<file path="src/rtl/bin_to_bcd_seq_if.sv">
// bin_to_bcd_seq_if: start/busy/done request bus and BCD result bus of the converter
interface bin_to_bcd_seq_if #(
    parameter int IN_W = 7,
    parameter int DIGITS = 2
);
    logic START;
    logic [IN_W-1:0] NUMBER;
    logic BUSY;
    logic DONE;
    logic [4*DIGITS-1:0] BCD;
    logic [DIGITS-1:0] BLANK;
    logic OVF;
    modport master (output START, NUMBER, input BUSY, DONE, BCD, BLANK, OVF);
    modport slave (input START, NUMBER, output BUSY, DONE, BCD, BLANK, OVF);
endinterface

</file>
<file path="src/rtl/bin_to_bcd_seq.sv">
// bin_to_bcd_seq: one-bit-per-clock shift-and-add-3 binary to BCD converter
// with leading-zero blanking and an out-of-range flag.
module bin_to_bcd_seq #(
    parameter int IN_W = 7,
    parameter int DIGITS = 2,
    parameter bit BLANK_LZ = 1
) (
    input logic CLK,
    input logic RST,
    bin_to_bcd_seq_if.slave bus
);
    localparam int SW = 4*DIGITS+4;
    localparam int CW = $clog2(IN_W+1);
    typedef enum logic [1:0] {IDLE, SHIFT, FINISH} state_t;
    state_t state_q, state_d;
    logic [IN_W-1:0] sr_q, sr_d;
    logic [SW-1:0] scr_q, scr_d, adj;
    logic [CW-1:0] cnt_q, cnt_d;
    logic sticky_q, sticky_d;
    logic done_q, done_d;
    logic ovf_q, ovf_d, ovf_c, z;
    logic [4*DIGITS-1:0] bcd_q, bcd_d;
    logic [DIGITS-1:0] blank_q, blank_d, blk;
    always_comb begin
        state_d = state_q;
        sr_d = sr_q;
        scr_d = scr_q;
        cnt_d = cnt_q;
        sticky_d = sticky_q;
        done_d = 1'b0;
        bcd_d = bcd_q;
        blank_d = blank_q;
        ovf_d = ovf_q;
        adj = scr_q;
        for (int i = 0; i <= DIGITS; i++)
            if (scr_q[4*i +: 4] >= 4'd5) adj[4*i +: 4] = scr_q[4*i +: 4] + 4'd3;
        // a bit lost off the top of the scratch also means the value is out of range
        ovf_c = sticky_q || (scr_q[SW-1 -: 4] != 4'd0);
        blk = '0;
        z = 1'b1;
        for (int i = DIGITS-1; i >= 1; i--) begin
            z = z && (scr_q[4*i +: 4] == 4'd0);
            blk[i] = z;
        end
        case (state_q)
            IDLE: if (bus.START) begin
                sr_d = bus.NUMBER;
                scr_d = '0;
                cnt_d = CW'(IN_W);
                sticky_d = 1'b0;
                state_d = SHIFT;
            end
            SHIFT: begin
                scr_d = {adj[SW-2:0], sr_q[IN_W-1]};
                sr_d = sr_q << 1;
                sticky_d = sticky_q || adj[SW-1];
                cnt_d = cnt_q - CW'(1);
                state_d = (cnt_q == CW'(1)) ? FINISH : SHIFT;
            end
            FINISH: begin
                done_d = 1'b1;
                ovf_d = ovf_c;
                bcd_d = ovf_c ? '0 : scr_q[4*DIGITS-1:0];
                blank_d = (ovf_c || !BLANK_LZ) ? '0 : blk;
                state_d = IDLE;
            end
            default: state_d = IDLE;
        endcase
    end
    always_ff @(posedge CLK or posedge RST) begin
        if (RST) begin
            state_q <= IDLE;
            sr_q <= '0;
            scr_q <= '0;
            cnt_q <= '0;
            sticky_q <= 1'b0;
            done_q <= 1'b0;
            bcd_q <= '0;
            blank_q <= '0;
            ovf_q <= 1'b0;
        end else begin
            state_q <= state_d;
            sr_q <= sr_d;
            scr_q <= scr_d;
            cnt_q <= cnt_d;
            sticky_q <= sticky_d;
            done_q <= done_d;
            bcd_q <= bcd_d;
            blank_q <= blank_d;
            ovf_q <= ovf_d;
        end
    end
    assign bus.BUSY = state_q != IDLE;
    assign bus.DONE = done_q;
    assign bus.BCD = bcd_q;
    assign bus.BLANK = blank_q;
    assign bus.OVF = ovf_q;
endmodule
</file>
<file path="src/flat_wrapper.sv">
// flat-port wrapper written by rule: the top's interface ports become plain ports
module bin_to_bcd_seq_flat 
#(
    parameter int IN_W = 7,
    parameter int DIGITS = 2,
    parameter bit BLANK_LZ = 1
)
  (CLK, RST, bus_START, bus_NUMBER, bus_BUSY, bus_DONE, bus_BCD, bus_BLANK, bus_OVF);
  bin_to_bcd_seq_if #(.IN_W(IN_W), .DIGITS(DIGITS)) bus_i ();
  input logic CLK;
  input logic RST;
  input wire logic [$bits(bus_i.START)-1:0] bus_START;
  input wire logic [$bits(bus_i.NUMBER)-1:0] bus_NUMBER;
  output wire logic [$bits(bus_i.BUSY)-1:0] bus_BUSY;
  output wire logic [$bits(bus_i.DONE)-1:0] bus_DONE;
  output wire logic [$bits(bus_i.BCD)-1:0] bus_BCD;
  output wire logic [$bits(bus_i.BLANK)-1:0] bus_BLANK;
  output wire logic [$bits(bus_i.OVF)-1:0] bus_OVF;
  assign bus_i.START = bus_START;
  assign bus_i.NUMBER = bus_NUMBER;
  assign bus_BUSY = bus_i.BUSY;
  assign bus_DONE = bus_i.DONE;
  assign bus_BCD = bus_i.BCD;
  assign bus_BLANK = bus_i.BLANK;
  assign bus_OVF = bus_i.OVF;
  bin_to_bcd_seq #(.IN_W(IN_W), .DIGITS(DIGITS), .BLANK_LZ(BLANK_LZ)) u_core (.CLK(CLK), .RST(RST), .bus(bus_i));
endmodule
</file>
<file path="config.mk">
export PLATFORM = sky130hd
export DESIGN_NAME = bin_to_bcd_seq_flat
export DESIGN_NICKNAME = d
export VERILOG_FILES = /design/src/rtl/bin_to_bcd_seq_if.sv /design/src/rtl/bin_to_bcd_seq.sv /design/src/flat_wrapper.sv
export SDC_FILE = /design/constraint.sdc
export NUM_CORES = 1
export LEC_CHECK = 0
export BUFFER_PORTS_ARGS = -buffer_cell sky130_fd_sc_hd__buf_2
export CAP_MARGIN = 10
export CORE_ASPECT_RATIO = 1.5
export CORE_MARGIN = 5
export CORE_UTILIZATION = 45
export DETAILED_ROUTE_END_ITERATION = 16
export PLACE_DENSITY = 0.79
export SETUP_SLACK_MARGIN = 0.3
export SYNTH_ARGS = -nofsm -noshare
export SYNTH_HDL_FRONTEND = slang
export SYNTH_SLANG_ARGS = --single-unit
</file>
<file path="constraint.sdc">
create_clock -name CLK -period 1.45 [get_ports CLK]
set_input_delay 0.29 -clock CLK [delete_from_list [all_inputs] [get_ports CLK]]
set_output_delay 0.29 -clock CLK [all_outputs]
set_load 0.01 [all_outputs]
</file>
==> summary.md, run 1 <==
| Metric | Value |
|---|---|
| Area added between synthesis and finish | 54.72% |
| Data arrival, critical path | 1770 ps |
| Vias in the first global route | 1,617 |
| Design area | 2706 sq um |
| Clk root buf | clkbuf_8 |
| Worst setup EP type | register |
| Die Span X | 60.91 um |
| Clock sink count | 36 |
| Drt total wl | 5.016 mm |
| Top cell type's share of synthesized area | 0.5150 |
| CTS buffer count | 5 |
| Cells after Synth | 163 |
| Die ar. | 5260 sq um |
| Leakage | 1.265 nW |
| GRT Util Overall | 0.1967 |
| Post-synth EDFFs | 0 |
| Status | finished with violations |
| Initial Util | 0.4707 |
| Period minus WS final | 1547 ps |
| Fraction of registers with async set/reset | 1.000 |
| Layout cell share with drive strength beyond 1 | 0.5619 |
| Synth Warn # | 0 |
| Clock Path Buffers | 2 |
| RSZ-0062 raised after global routing | yes |
| Crit path required time | 1670 ps |
| Pre-CTS setup slack | 64.50 ps |
| Crit Path Class | reg2reg |
| Die height | between 80 and 90 um |
| Num ports | 23 |
| H-tree depth | 2 |
| Failing checks | negative setup slack |
| R2R setup slack | -100 ps |
| Syn nets | around 180 |
| Antenna Nets Post-Route | 0 |
| Min-Delay Path Class | in2async |
| Most frequent cells in the layout | 34 x dfrtp_1, 29 x buf_4, 20 x buf_2 |
| Largest area contributor in the netlist | dfrtp_1 |
| Min Hold Slack | around 90 ps |
| Fmax | 646.5 MHz |
| Main area contributors after synthesis | dfrtp_1 52%, ha_1 7.2%, a22o_1 5.5% |
| Worst r2r src | u_core.scr_q[9] |
| Clk_lat worst skew | 280 ps |
| Dpl hpwl | approximately 2.6 mm |
| Largest net degree at the start of global routing | 37 |
| Vias | 1,548 |
| Power Total | 5.938 mW |
| Netlist cell types | 30 |
| R2r worst-path depth | 7 |
| Flops & latches, synth | 36 |
| Area post-placement | about 2000 sq um |
| Post-Syn Area per Cell | 10.73 sq um |
| Synthesized cell area | 1749 sq um |
| Top FF cell, synth | dfrtp_1 |
| First-pass GRT wire length | 7.652 mm |
| Final worst setup slack | -96.69 ps |
| Fillers | 239 |
| # DRC | 0 |
| Pwr Density | 2194 nW/um^2 |
| Crit start category | register |
| TritonCTS clock tree | yes |
| Reg-to-reg endpoint | u_core.scr_q[10] |
| Fin. Hold Viols | 0 |
| Commonest non-fill, non-tap cell in the layout | dfrtp_1 |
| Final Wtd Congestion | 0.7254 |
| Routed len/inst | 18.65 um |
| Final setup fails | 3 |
| Drt via density | between 5 and 6 |
| Initial antenna violation count | 0 |
| Worst-path clk slew | 70 ps |
| Core area | 3716 sq um |
| Total grt overflow | 0 |
| Max-slew violation count | 0 |
| Drt first pass iters | 4 |
| Iter 0 DRT Violations | 67 |
| Crit path max fanout | 4 |
| Nets | around 250 |
| PortBufs | 21 |
| VDD IR-drop max | 1316 uV |
| Crit path launch | u_core.scr_q[9] |
| Number of placement rows | 27 |
| Fin crit share | 1.067 |
| Register area share after synthesis | 0.5150 |
| Ant diodes | 0 |
| Maxcap violations | 0 |
| Final Skew | 1.903 ps |
==> layer usage <==
metal / vias to the layer above / GRT usage / share of wire
li1: 702 / - / -
met1: 777 / 0.2227 / 0.37
met2: 49 / 0.3408 / 0.54
met3: 20 / 0.04471 / 0.045
met4: 0 / 0.08679 / 0.037
met5: - / 0 / 0
==> logic make-up after synthesis <==
kind of cell               share of synthesized area
and+or+nand+nor                               0.1173
buffers and inverters                        0.05221
AOI/OAI and AO/OA                             0.2046
muxes                                        0.01717
other                                       0.002144
adders and majority gates                    0.07153
DFF                                           0.5150
xor gates and xnor gates                     0.02003
==> synthesized netlist by cell type, drive strengths merged, types with 2 or more instances <==
| master | instances |
|---|---|
| a22o | 11 |
| dfrtp | 36 |
| or2 | 2 |
| mux2i | 3 |
| nor2 | 3 |
| clkbuf | 5 |
| a32o | 4 |
| nand2 | 9 |
| nor3b | 8 |
| xnor2 | 3 |
| ha | 10 |
| a22oi | 2 |
| a21oi | 12 |
| inv | 14 |
| buf | 3 |
| nand2b | 7 |
| o22ai | 5 |
| o31ai | 4 |
| o21ai | 14 |
==> per-stage QoR <==
step	cells	setup TNS (ps)	utilization
6_report	269	-145.2	0.7283
5_1_grt	269	-321.8	0.7283
4_1_cts	261	-8.426	0.6801
3_5_place_dp	228	0	0.5485
3_3_place_gp	228	0	0.5485
2_1_floorplan	163	0	-
==> final cells by class <==
type | count | area, sq um | area share
multi-input combinational | 106 | 1125 | 0.4156
sequential | 36 | 903.4 | 0.3338
tap | 43 | 53.80 | 0.01988
timing repair buffer | 62 | 464.2 | 0.1715
inverter | 14 | 52.55 | 0.01942
clock buffer | 6 | 72.57 | 0.02681
clock inverter | 2 | 35.03 | 0.01294
==> flip-flops by register name (all words and copies together) (netlist names) <==
signal	cells
u_core.bus.BLANK	1
u_core.sr_q	7
u_core.bus.DONE	1
u_core.state_q	2
u_core.scr_q	12
u_core.cnt_q	3
u_core.bus.OVF	1
u_core.bus.BCD	8
u_core.sticky_q	1
==> power breakdown <==
part,internal [mW],leakage (nW),switching (mW),total (mW)
clock network,0.510,0.0552,0.362,0.873
registers,1.34,0.463,0.391,1.74
logic,1.76,0.747,1.57,3.33
==> worst max-delay path, cell delays in order, from the launching register on <==
cell and delay (ps):
dfrtp_1 400, inv_2 70, buf_6 130, ha_4 150
nand2b_4 140, a21oi_4 180, mux2i_1 250, a22o_1 160
==> worst max-delay path by stage <==
stage | cells past startpoint | slack [ps] | endpoint
CTS | 3 | -8 | bus_BUSY
global placement | 6 | 140 | u_core.scr_q[10]
global route | 7 | -140 | u_core.scr_q[10]
floorplan | 6 | 160 | u_core.scr_q[10]
finish | 7 | -100 | u_core.scr_q[10]
detailed placement | 6 | 60 | u_core.scr_q[10]
==> what timing repair did <==
action / CTS / global route
cloned: 3 / 0
setup buffers: 22 / 8
endpoints found under the setup margin: 34 / 37
pin swaps: 27 / 18
hold buffers: 0 / 0
resized for setup: 46 / 28
No activity file was read; power rests on OpenSTA's default activity.
==> inputs of run 2 (changes only) <==
BUFFER_PORTS_ARGS = default   (was -buffer_cell sky130_fd_sc_hd__buf_2)
DONT_BUFFER_PORTS = 1   (was default)
PLACE_DENSITY = 0.62   (was 0.79)
==> run 2 against run 1 <==
Compared with the run above:
- the flow now finishes without violations
- cell area shrank 0.88%
- largest cell class unchanged
- maximum frequency grew 11%
- highest routed layer unchanged
- first-iteration DRC count shrank 57%
- hold slack gained 210 ps
- worst setup slack gained 150 ps
==> summary.md, run 2 (synthesis gave the netlist of run 1 again) <==
| Metric | Value |
|---|---|
| Status | complete, no violations (was finished with violations) |
| Initial Util | 0.4707 (unchanged) |
| Crit path max fanout | 3 (was 4) |
| Crit path max-delay family | flip-flops (unchanged) |
| Layout cell share with drive strength beyond 1 | 0.5403 (was 0.5619) |
| Vias in the first global route | 1,531 (was 1,617) |
| Worst setup EP type | output port (was register) |
| Data arrival, critical path | 1110 ps (was 1770 ps) |
| Clk root buf | clkbuf_8 (unchanged) |
| Switching power of the nets | 2.311 mW (was 2.321 mW) |
| Clk_lat worst skew | 290 ps (was 280 ps) |
| CP bufs+invs | 1 (was 2) |
| Clock sink count | 36 (unchanged) |
| Worst path max stage delay | 430 ps (was 400 ps) |
| Num ports | 23 (unchanged) |
| Hold Path Depth | 3 |
| Nets | 230 (was 245) |
| Max reg flops | 12 (unchanged) |
| Seq pwr share | 0.308 (was 0.292) |
| H-tree depth | 2 (unchanged) |
| Leakage | 1.215 nW (was 1.265 nW) |
| Min-Delay Path Class | in2reg (was in2async) |
| Crit. path cell count | 2 (was 7) |
| Core area | 3716 sq um (unchanged) |
| Fin. Hold Viols | 0 (unchanged) |
| Total grt overflow | 0 (unchanged) |
| Final setup fails | 0 (was 3) |
| Reg-to-reg endpoint | u_core.bus.BCD[1] (was u_core.scr_q[10]) |
| Pwr Density | 2154 nW/um^2 (was 2194 nW/um^2) |
| Die height | 86.36 um (unchanged) |
| Crit Path Class | reg2out (was reg2reg) |
| Dpl hpwl | 2.549 mm (was 2.640 mm) |
| Vias | 1,448 (was 1,548) |
| Die Span X | 60.91 um (unchanged) |
| Ant diodes | 0 (unchanged) |
| Max-slew violation count | 0 (unchanged) |
| Iter 0 DRT Violations | 29 (was 67) |
| Fmax | 715.3 MHz (was 646.5 MHz) |
| Maxcap violations | 0 (unchanged) |
| Drt total wl | 4.836 mm (was 5.016 mm) |
| Final Skew | 3.878 ps (was 1.903 ps) |
| Crit path required time | 1160 ps (was 1670 ps) |
| Final Wtd Congestion | 0.8380 (was 0.7254) |
| Fin crit share | 0.9641 (was 1.067) |
| GRT Util Overall | 0.1801 (was 0.1967) |
| VDD IR-drop max | 1558 uV (was 1316 uV) |
| Worst r2r src | u_core.scr_q[8] (was u_core.scr_q[9]) |
| PortBufs | 0 (was 21) |
| Comb pwr share | 0.563 (was 0.561) |
| R2r worst-path depth | 6 (was 7) |
| Internal | 3.469 mW (was 3.617 mW) |
| Die ar. | 5260 sq um (unchanged) |
| Crit path launch | u_core.state_q[0] (was u_core.scr_q[9]) |
| Area added between synthesis and finish | 53.36% (was 54.72%) |
| Most flop-heavy register | u_core.scr_q (unchanged) |
| Worst-path clk slew | 70 ps (about the same) |
| Initial antenna violation count | 0 (unchanged) |
| Clock Path Buffers | 2 (unchanged) |
| Critical Path Sink | bus_BUSY (was u_core.scr_q[10]) |
| Period minus WS final | 1398 ps (was 1547 ps) |
| Number of placement rows | 27 (unchanged) |
| Multi-input logic area | 1147 sq um (was 1125 sq um) |
| R2R setup slack | 70 ps (was -100 ps) |
| Drt via density | 5.701 (was 5.755) |
| Largest net degree at the start of global routing | 37 (unchanged) |
| Routed len/inst | 19.04 um (was 18.65 um) |
| RSZ-0062 raised after global routing | yes (unchanged) |
| First-pass GRT wire length | 7.024 mm (was 7.652 mm) |
| Drt first pass iters | 4 (unchanged) |
| Power Total | 5.779 mW (was 5.938 mW) |
| TritonCTS clock tree | yes (unchanged) |
| Fillers | 242 (was 239) |
| Crit start category | register (unchanged) |
| Crit path cell chain | buf_6, or2_4 (was inv_2, buf_6, ha_4, nand2b_4, a21oi_4, mux2i_1, a22o_1) |
| Most frequent cells in the layout | 34 x dfrtp_1, 24 x buf_4, 20 x buf_6 (was 34 x dfrtp_1, 29 x buf_4, 20 x buf_2) |
| Clock Power Share | 0.129 (was 0.147) |
| Register area | 903.4 sq um (unchanged) |
| CTS buffer count | 5 (unchanged) |
| Sw Share | 0.3998 (was 0.3909) |
| Commonest non-fill, non-tap cell in the layout | dfrtp_1 (unchanged) |
| Antenna Nets Post-Route | 0 (unchanged) |
| Final Util | 0.7219 (was 0.7283) |
| Worst path slowest cell | dfrtp_2 (was dfrtp_1) |
| # DRC | 0 (unchanged) |
==> run 2: layout make-up <==
cell class                 instances  share of cell area
multi-input combinational        107              0.4277
sequential                        36              0.3368
timing repair buffer              46              0.1604
clock buffer                       6             0.03078
inverter                          14             0.02052
tap                               43             0.02006
clock inverter                     2            0.003731
==> run 2: per-layer routing <==
layer,track usage,routed length [um],up-vias
met5,0,0,-
met4,0.08481,139,0
met3,0.05216,236,16
met2,0.3252,2695,46
met1,0.1815,1765,712
li1,-,-,674
==> run 2: worst min path at each step <==
stage	from	end	slack (ps)
after floorplan	u_core.sr_q[6]	u_core.sr_q[6]	450
after global placement	RST	u_core.cnt_q[0]	300
after detailed placement	RST	u_core.cnt_q[1]	310
after CTS	bus_START	u_core.sticky_q	290
after global routing	bus_NUMBER[0]	u_core.sr_q[0]	320
final	bus_START	u_core.sticky_q	300
==> run 2: what timing repair did <==
action	CTS	global route
cloned	1	1
endpoints found under the setup margin	35	36
buffers inserted	27	10
pin swaps	24	21
hold endpoints to repair	5	0
hold buffers	1	0
resized for setup	44	44
==> run 2: per-stage QoR <==
step / TNS [ps] / area, sq um / setup WS [ps] / hold WS, ps / cells
final: 0 / 2683 / 52.04 / 297.9 / 254
after global routing: -2.159 / 2683 / -2.159 / 321.9 / 254
after global placement: 0 / 1926 / 76.79 / 304.7 / 206
after CTS: 0 / 2424 / 56.34 / 286.0 / 243
after floorplan: 0 / 1873 / 159.6 / 448.4 / 163
after detailed placement: 0 / 1926 / 74.41 / 312.2 / 206
==> run 2: power groups by stage <==
stage                     Clock, mW  Combinational (mW)  Sequential (mW)
after detailed placement          0                1.77             1.73
after CTS                     0.754                2.58             1.73
after floorplan                   0                1.49             1.64
after global placement            0                1.69             1.71
final                         0.747                3.26             1.78
after global routing          0.800                3.52             1.82
==> run 2: worst min-delay path: stages <==
cell and delay, ps:
nand2b_1 90, o21ai_1 110, o31ai_4 70
